[src/rtl/command_tx.sv]
// command_tx: maps a 2-bit command to an opcode and sends it as an async serial frame.
// Optional even-parity bit after the data byte when CMD_TX_PARITY_EN is defined.
module command_tx #(
   parameter int unsigned CLK_FREQ = 50_000_000,
   parameter int unsigned BAUD     = 115200,
   parameter logic [7:0]  CMD0     = 8'h41,
   parameter logic [7:0]  CMD1     = 8'h53,
   parameter logic [7:0]  CMD2     = 8'h54,
   parameter logic [7:0]  CMD3     = 8'h52
) (
   input  logic       clk,
   input  logic       rst,
   input  logic [1:0] command,
   input  logic       start,
   output logic       ready_command,
   output logic       tx,
   output logic       tx_done
);
   localparam int unsigned CPB = CLK_FREQ / BAUD;
   localparam int unsigned CW  = (CPB > 2) ? $clog2(CPB) : 1;
   localparam logic [2:0] S_IDLE   = 3'd0;
   localparam logic [2:0] S_START  = 3'd1;
   localparam logic [2:0] S_DATA   = 3'd2;
`ifdef CMD_TX_PARITY_EN
   localparam logic [2:0] S_PARITY = 3'd3;
`endif
   localparam logic [2:0] S_STOP   = 3'd4;
   logic [2:0]    r_state;
   logic [CW-1:0] r_baud_cnt;
   logic [2:0]    r_bit_idx;
   logic [7:0]    r_opcode;
   logic          r_tx;
   logic          r_ready;
   logic          r_done;
   logic          w_bit_end;
   logic [2:0]    w_next_idx;
   logic [7:0]    w_opcode;
   assign w_bit_end  = r_baud_cnt == CW'(CPB - 1);
   assign w_next_idx = r_bit_idx + 3'd1;
   assign w_opcode   = command[1] ? (command[0] ? CMD3 : CMD2) : (command[0] ? CMD1 : CMD0);
   always_ff @(posedge clk or negedge rst) begin
      if (!rst) begin
         r_state    <= S_IDLE;
         r_baud_cnt <= '0;
         r_bit_idx  <= '0;
         r_opcode   <= '0;
         r_tx       <= 1'b1;
         r_ready    <= 1'b1;
         r_done     <= 1'b0;
      end else begin
         r_done <= 1'b0;
         if (r_state == S_IDLE) begin
            r_tx    <= 1'b1;
            r_ready <= 1'b1;
            if (start) begin
               r_opcode   <= w_opcode;
               r_state    <= S_START;
               r_tx       <= 1'b0;
               r_ready    <= 1'b0;
               r_baud_cnt <= '0;
               r_bit_idx  <= '0;
            end
         end else begin
            r_baud_cnt <= w_bit_end ? '0 : r_baud_cnt + 1'b1;
            // every state change happens on the last cycle of a bit period
            if (w_bit_end) begin
               case (r_state)
                  S_START: begin
                     r_state <= S_DATA;
                     r_tx    <= r_opcode[0];
                  end
                  S_DATA: begin
                     if (r_bit_idx == 3'd7) begin
`ifdef CMD_TX_PARITY_EN
                        r_state <= S_PARITY;
                        r_tx    <= ^r_opcode;
`else
                        r_state <= S_STOP;
                        r_tx    <= 1'b1;
`endif
                     end else begin
                        r_bit_idx <= w_next_idx;
                        r_tx      <= r_opcode[w_next_idx];
                     end
                  end
`ifdef CMD_TX_PARITY_EN
                  S_PARITY: begin
                     r_state <= S_STOP;
                     r_tx    <= 1'b1;
                  end
`endif
                  S_STOP: begin
                     r_state <= S_IDLE;
                     r_tx    <= 1'b1;
                     r_ready <= 1'b1;
                     r_done  <= 1'b1;
                  end
                  default: begin
                     r_state <= S_IDLE;
                     r_tx    <= 1'b1;
                     r_ready <= 1'b1;
                  end
               endcase
            end
         end
      end
   end
   assign ready_command = r_ready;
   assign tx            = r_tx;
   assign tx_done       = r_done;
endmodule

[config.mk]
export PLATFORM = sky130hd
export DESIGN_NAME = command_tx
export DESIGN_NICKNAME = d
export VERILOG_FILES = /design/src/rtl/command_tx.sv
export SDC_FILE = /design/constraint.sdc
export NUM_CORES = 1
export LEC_CHECK = 0
export CAP_MARGIN = 10
export CORE_ASPECT_RATIO = 0.9
export CORE_MARGIN = 3
export CORE_UTILIZATION = 43
export DETAILED_ROUTE_END_ITERATION = 16
export PLACE_DENSITY = 0.69
export SLEW_MARGIN = 40
export SYNTH_ARGS = -nofsm -noshare
export SYNTH_HDL_FRONTEND = slang
export SYNTH_SLANG_ARGS = --single-unit
[constraint.sdc]
create_clock -name clk -period 4.68 [get_ports clk]
set_input_delay 0.702 -clock clk [delete_from_list [all_inputs] [get_ports clk]]
set_output_delay 0.702 -clock clk [all_outputs]
set_load 0.005 [all_outputs]
Word-level counts from Yosys, hierarchy flattened
Cells that the tools add are included.
{ "op_classes": {"reduce_logical": 8, "addsub": 2, "n_lt_le_gt_ge": 1, "n_mux": 29, "eq_ne": 9} }
{ "op_table": {"columns": ["operator", "n"], "rows": [
  ["$mux 3", 10],
  ["$mux 9", 3],
  ["$mux 1", 11],
  ["$mux 5", 2],
  ["$add 9x1->9 const B", 1],
  ["$eq 9x9->1 const B", 1],
  ["$eq 3x3->1 const B", 2],
  ["$pmux 3 s2", 1],
  ["$lt 3x4->1 const B", 1],
  ["$ne 2x2->1 const B", 2],
  ["$reduce_and 2->1", 2],
  ["$reduce_and 4->1", 1],
  ["$reduce_bool 2->1", 2],
  ["$add 3x1->3 const B", 1],
  ["$bmux 1 s3", 1],
  ["$eq 3x1->1 const B", 1],
  ["$eq 3x2->1 const B", 1],
  ["$logic_not 3->1", 1],
  ["$ne 3x3->1 const B", 1],
  ["$reduce_and 3->1", 1],
  ["$ne 2x1->1 const B", 1],
  ["$pmux 1 s2", 1],
  ["$reduce_or 2->1", 1]
]} }
{ "totals": {"regBits": 26, "input_bits": 5} }

Longest topological paths before layout
Gate-level depths: netlist (run 1).
{ "logic_depth": {"ltp_word": 7, "mapped_depth": 7, "mapped_depth_nobuf": 6} }

Worst setup path after synthesis (run 1)
No wires, ideal clock.
{ "synth_timing": {"kind": "register -> register", "start": "reg r_bit_idx[0]", "end": "reg r_bit_idx[0]", "path_stages_with_launch": 7, "n_path_buf": 0, "setup_slack_ns": 3.012, "period_less_slack_ns": 1.668, "setup_time_ns": 0.125, "required_time_ns": 4.555, "arrival_ns": 1.543, "path_cell_list": "dfrtp_1 ha_1 ha_1 and2b_1 and4_4 a21oi_2 mux2_4"} }
{ "synth_between": {"elab_chain_cells": 5, "word_cells_on_any_way": 8} }
{ "synth_lines": {"columns": ["item", "line_no", "rtl"], "rows": [
  ["from (decl)", "30", "logic [2:0] r_bit_idx;"],
  ["from (signal assigned)", "82", "r_bit_idx <= w_next_idx;"],
  ["$add 3x1->3", "39", "assign w_next_idx = r_bit_idx + 3'd1;"],
  ["$mux 3", "73", "if (r_bit_idx == 3'd7) begin"],
  ["$mux 3", "67", "case (r_state)"],
  ["$mux 3", "66", "if (w_bit_end) begin"],
  ["$mux 3", "52", "if (r_state == S_IDLE) begin"]
]} }
Parallel ways exist; a longest one is shown, timed or not. The select of a mux whose other input is x is not followed.
A chain may end at the register's enable or synchronous reset.

Worst setup path after layout (run 1)
{ "layout_timing": {"start": "reg r_tx, in the netlist tx", "end": "out tx"} }
{ "layout_lines": {"columns": ["item", "line_no", "rtl"], "rows": [
  ["from (decl)", "32", "logic r_tx;"],
  ["from (signal assigned)", "70", "r_tx <= r_opcode[0];"],
  ["from (signal assigned)", "83", "r_tx <= r_opcode[w_next_idx];"],
  ["to (decl)", "16", "output logic tx,"]
]} }
No word-level cell between the ends.

==> flow_metrics.tcl, run 1 <==
set metrics [dict create \
    die_area_um2 3550 \
    path_class "flip-flop to output pin" \
    worstSetupStartpointType "flip-flop" \
    coreArea_um2 2590 \
    seq_power_share_pct 66.1 \
    avgViaCountPerCell 5.52 \
    post-cts-setup-buffers 0 \
    n_antenna_cell 0 \
    clk_latency_ns 0.32 \
    antenna_found_initial 0 \
    wl_per_cell_um 14.4 \
    htree_levels 1 \
    row_count 17 \
    final-hold-violation-count 0 \
    hpwlAfterDp_mm 1.68 \
    port_buffers 7 \
    crit_required_ns 3.98 \
    path_delay_family "flip-flops" \
    path_clk_slew_ns 0.13 \
    worst-path-buf-inv 1 \
    r2r_cells 6 \
    power_density_nw_per_um2 226 \
    mostFrequentLayoutCells "dfrtp_1, nand2_1, o21ai_0, nor2_1, a21oi_1" \
    setup_viol 0 \
    status "finished, final reports clean" \
    critPathSlowestCell "dfstp_2" \
    cts_inserted_buffers 3 \
    ys_types 39 \
    drtIter0Drc 71 \
    final_common_cell "dfrtp_1" \
    rsz0062_at_grt "no" \
    reg2reg_from "r_bit_idx[0]" \
    clkPwrFrac_pct 31.1 \
    gp_congestion 0.868 \
    met3WireLength_um 98 \
    cp_max_fo 2 \
    dr.pass1.iters 4 \
    initial_utilization_pct 47.6 \
    intPower_uw 235 \
    switching_share_pct 21.8 \
    wirelength_mm 2.37 \
    drive_gt1_share_pct 15.9 \
    syn-cell-area_um2 1230 \
    wl_met1_mm 1.21 \
    clock-root-buffer "clkbuf_4" \
    path_cells "clkdlybuf4s50_1" \
    tightestPinTransition_ns 0.710 \
    slew_viol_final 0 \
    avgSynthCellArea_um2 10.4 \
    cts_hold_buf 0 \
    slowest_delay_ns 0.56 \
    synth_fp_nets 128 \
    power.switching_uw 65.5 \
    routed.top_layer "met4" \
    yosysSeqAreaShare_pct 46.8 \
    dp_cells 160 \
    grt_pass1_wl_mm 4.16 \
    fin_crit_sh_pct 44.6 \
    cts_tree "built" \
    ios 8 \
    num_vias 905 \
    hold_class "input pin to asynchronous set/reset pin" \
    wl_met2_mm 1.01 \
    cp_data_arrival_time_ns 1.38 \
    ys_ff_latch 23 \
    combPwrFrac_pct 2.8 \
    grt_max_degree 24 \
    area_growth_pct 7.90 \
    p_leak_uw 0.000572 \
    worstSetupEndpointType "output pin" \
    fmax_ghz 0.479 \
    reg2reg_slack_ns 2.87 \
    max_cap_viol_count 0 \
    final_cells 164 \
    clock_path_buffers 2 \
    grt_overflow 0 \
    ir_worst_vdd_mv 0.191 \
    grtUsageTotal_pct 15.1 \
    yosys_warnings 0 \
    final_nets 136 \
    die-width_um 62.5 \
    ant_nets 0 \
    grt_pass1_vias 890 \
    maxSlewHeadroom_pct 52.3 \
    min_period_ns 2.09 \
    synth_cells 119 \
    drcViolationCount 0 \
    fin_skew_ns 0.0115 \
    post_cts_resized 0 \
    fin_tns_setup_ns 0 \
    die_h_um 56.8 \
    clkSinkCount 23 \
    rr_endpoint "r_bit_idx[0]" \
]
-- power groups by stage --
stage	Clock [uW]	Sequential, uW	Combinational [uW]
CTS	97.1	199	8.66
floorplan	0	203	0.694
global placement	0	203	8.97
detailed placement	0	203	8.69
finish	93.5	199	8.31
global route	107	199	9.60
-- metal layers --
layer / track usage [%] / up-vias
met5: 0 / -
met4: 5.66 / 0
met3: 5.00 / 6
met2: 22.3 / 16
met1: 20.4 / 432
li1: - / 451
-- worst max-delay path by stage --
| stage | start | end | slack [ns] | cells after the start |
|---|---|---|---|---|
| after detailed placement | start | r_baud_cnt[5] | 2.54 | 4 |
| after CTS | tx | tx | 2.59 | 1 |
| after global placement | start | r_baud_cnt[3] | 2.58 | 4 |
| after global routing | tx | tx | 2.53 | 1 |
| final | tx | tx | 2.59 | 1 |
| after floorplan | r_bit_idx[0] | r_bit_idx[0] | 3.01 | 6 |
-- registers in the layout (all words and copies together), names as in the netlist --
signal / count
tx_done: 1
tx: 1
r_state: 3
r_baud_cnt: 9
ready_command: 1
r_bit_idx: 3
r_opcode: 5
-- synth_stat cells, drive strengths merged --
library cell | number | share of area, %
nand2b | 6 | 3.0
nand3 | 5 | 2.0
ha | 4 | 4.1
o22ai | 1 | 0.51
nor3 | 3 | 2.1
o2111ai | 1 | 0.71
o21ai | 9 | 3.6
nor4b | 1 | 0.71
nand4 | 1 | 0.51
nor2 | 9 | 2.7
and4b | 1 | 0.91
o41ai | 1 | 0.71
buf | 4 | 3.3
inv | 1 | 0.30
a2111oi | 1 | 0.71
a21o | 1 | 0.71
a21oi | 9 | 4.9
nand2 | 17 | 5.8
a31oi | 3 | 1.5
mux2 | 4 | 4.3
nor3b | 1 | 0.61
a22o | 3 | 2.3
and4 | 1 | 0.91
and4bb | 1 | 1.3
xor2 | 1 | 0.71
dfrtp | 21 | 43
o21a | 2 | 1.2
nor4 | 2 | 1.0
o211ai | 1 | 0.61
and2b | 1 | 0.61
o22a | 1 | 0.71
dfstp | 2 | 4.3
-- cell type report --
class | count | area [um^2]
Multi-Input combinational cell | 91 | 612
Clock buffer | 4 | 26.3
Sequential cell | 23 | 578
Timing Repair Buffer | 7 | 65.1
Tap cell | 38 | 47.5
Inverter | 1 | 3.75
Fill cell | 250 | 1260
-- metrics by stage --
stage | setup slack [ns] | util (%) | power (uW) | hold slack [ns] | instance area, um^2
after global routing | 2.53 | 51.3 | 315 | 0.354 | 1330
after floorplan | 3.01 | - | 203 | 0.406 | 1230
after CTS | 2.59 | 51.3 | 305 | 0.346 | 1330
final | 2.59 | 51.3 | 301 | 0.333 | 1330
after detailed placement | 2.54 | 50.3 | 211 | 0.458 | 1310
after global placement | 2.58 | 50.5 | 211 | 0.449 | 1310
-- cells by family (layout without fill, tap and decap cells) --
family	count (synthesis)	in the layout	share of synthesized area [%]
flip-flops	23	23	46.8
multiplexers	4	4	4.26
AO/OA/AOI/OAI	33	33	18.2
AND/OR/NAND/NOR	49	49	22.3
buffers and inverters	5	12	3.65
XOR/XNOR	1	1	0.709
adder cells (fa/ha/maj)	4	4	4.05
Note: power is estimated with default switching activity, not from simulation.
==> run 2, diff against run 1 <==
- clock period: 4.68 -> 2.05 ns (I/O delays scaled with it)
==> flow_metrics.tcl, run 2 (same netlist as run 1, synthesis figures left out) <==
set metrics [dict create \
    status "finished, final reports clean" \
    port_buffers 7 \
    fin_skew_ns 0.0110 \
    min_period_ns 1.82 \
    grt_max_degree 24 \
    timing.hold.ws_ns 0.336 \
    worstSetupStartpointType "flip-flop" \
    antenna_found_initial 0 \
    die-width_um 62.5 \
    worstSetupEndpointType "flip-flop" \
    row_count 17 \
    fin_crit_sh_pct 88.6 \
    n_antenna_cell 0 \
    fmax_ghz 0.551 \
    top_register "r_baud_cnt" \
    grt_overflow 0 \
    final_common_cell "dfrtp_1" \
    grtUsageTotal_pct 14.5 \
    p_leak_uw 0.000587 \
    initial_utilization_pct 47.6 \
    final-hold-violation-count 0 \
    power_density_nw_per_um2 500 \
    die_area_um2 3550 \
    path_class "flip-flop to flip-flop" \
    post_cts_resized 0 \
    cts_hold_buf 0 \
    mostFrequentLayoutCells "dfrtp_1, nand2_1, o21ai_0, nor2_1" \
    crit_required_ns 2.26 \
    hpwlAfterDp_mm 1.69 \
    cts_tree "built" \
    clk_latency_ns 0.31 \
    max_cap_viol_count 0 \
    gp_congestion 0.848 \
    path_common_cell "ha_1" \
    clock-root-buffer "clkbuf_4" \
    tightestPinTransition_ns 0.468 \
    fin_tns_setup_ns 0 \
    ios 8 \
    cp_data_arrival_time_ns 2.02 \
    ant_nets 0 \
    slowest_delay_ns 0.45 \
    drtIter0Drc 48 \
    wl_per_cell_um 13.6 \
    largest_register_ffs 9 \
    wirelength_mm 2.28 \
    cts_inserted_buffers 3 \
    critPathSlowestCell "dfrtp_1" \
    reg2reg_from "r_bit_idx[0]" \
    path_clk_slew_ns 0.12 \
    area_growth_pct 10.1 \
    final_nets 139 \
    ir_worst_vdd_mv 0.451 \
    drcViolationCount 0 \
    grt_pass1_vias 898 \
    path_cells "ha_1, ha_1, and2b_1, and4_4, a21oi_2, mux2_4" \
    crit_path_start "r_bit_idx[0]" \
    slew_viol_final 0 \
    avgViaCountPerCell 5.38 \
    dr.pass1.iters 4 \
    num_vias 898 \
    maxSlewHeadroom_pct 68.7 \
    clock_path_buffers 2 \
    fillers 240 \
    hold_class "input pin to asynchronous set/reset pin" \
    htree_levels 1 \
    drive_gt1_share_pct 17.1 \
    rsz0062_at_grt "no" \
    die_h_um 56.8 \
    grt_pass1_wl_mm 4.13 \
    cp_max_fo 5 \
    coreArea_um2 2590 \
    post-cts-setup-buffers 0 \
    largestRegisters "r_baud_cnt (9), r_opcode (5)" \
    setup_viol 0 \
    clkSinkCount 23 \
]
==> run 2: changes by cell type in the layout (fill, tap and decap cells not counted), sizes merged <==
cell	previous run	this run
buf	1	3
clkdlybuf4s50	6	7
==> run 2: where the power goes <==
group	leakage, uW	internal [uW]	switching, uW
Sequential	0.000299	454	0
Clock	0.0000150	75.8	128
Combinational	0.000273	10.4	12.4
Total	0.000587	540	140
==> run 2: stage by stage <==
stage	utilization [%]	total power [uW]	instances	instance area [um^2]	worst slack, ns
5_1_grt	52.4	717	167	1360	0.161
2_1_floorplan	-	464	119	1230	0.382
3_3_place_gp	51.4	486	163	1330	0.334
4_1_cts	52.4	693	167	1360	0.240
3_5_place_dp	51.4	486	163	1330	0.264
6_report	52.4	680	167	1360	0.234
==> run 2: path summary, 6_finish.rpt <==
check	end	slack [ns]	cells after the start
max in group asynchronous	ready_command	1.42	2
min reg2reg	r_opcode[6]	0.48	1
max	r_bit_idx[0]	0.23	6
min in group clk	r_opcode[6]	0.48	1
max reg2reg	r_bit_idx[0]	0.23	6
min	r_state[2]	0.34	2
==> run 2: cell type report <==
type / instances / area [um^2] / share of cell area (%)
well taps: 38 / 47.5 / 3.50
flip-flops and latches: 23 / 578 / 42.5
inverters: 1 / 3.75 / 0.276
multi-input cells: 91 / 612 / 45.0
clock buffers: 4 / 26.3 / 1.93
repair buffers: 10 / 92.6 / 6.81
==> run 2: layer usage <==
metal,part of all wire (%),routed length [um],GRT usage [%]
met3,3.9,88,4.00
met1,50,1130,19.0
met2,46,1040,24.3
met5,0,0,0
met4,0.75,17,2.52
==> run 2: worst max-delay path, delay by kind of cell, from the launching register on <==
kind | cells | cell delay (ns)
flip-flops | 1 | 0.45
adder cells (fa/ha/maj) | 2 | 0.44
AO/OA/AOI/OAI | 1 | 0.05
AND/OR/NAND/NOR | 2 | 0.50
multiplexers | 1 | 0.28
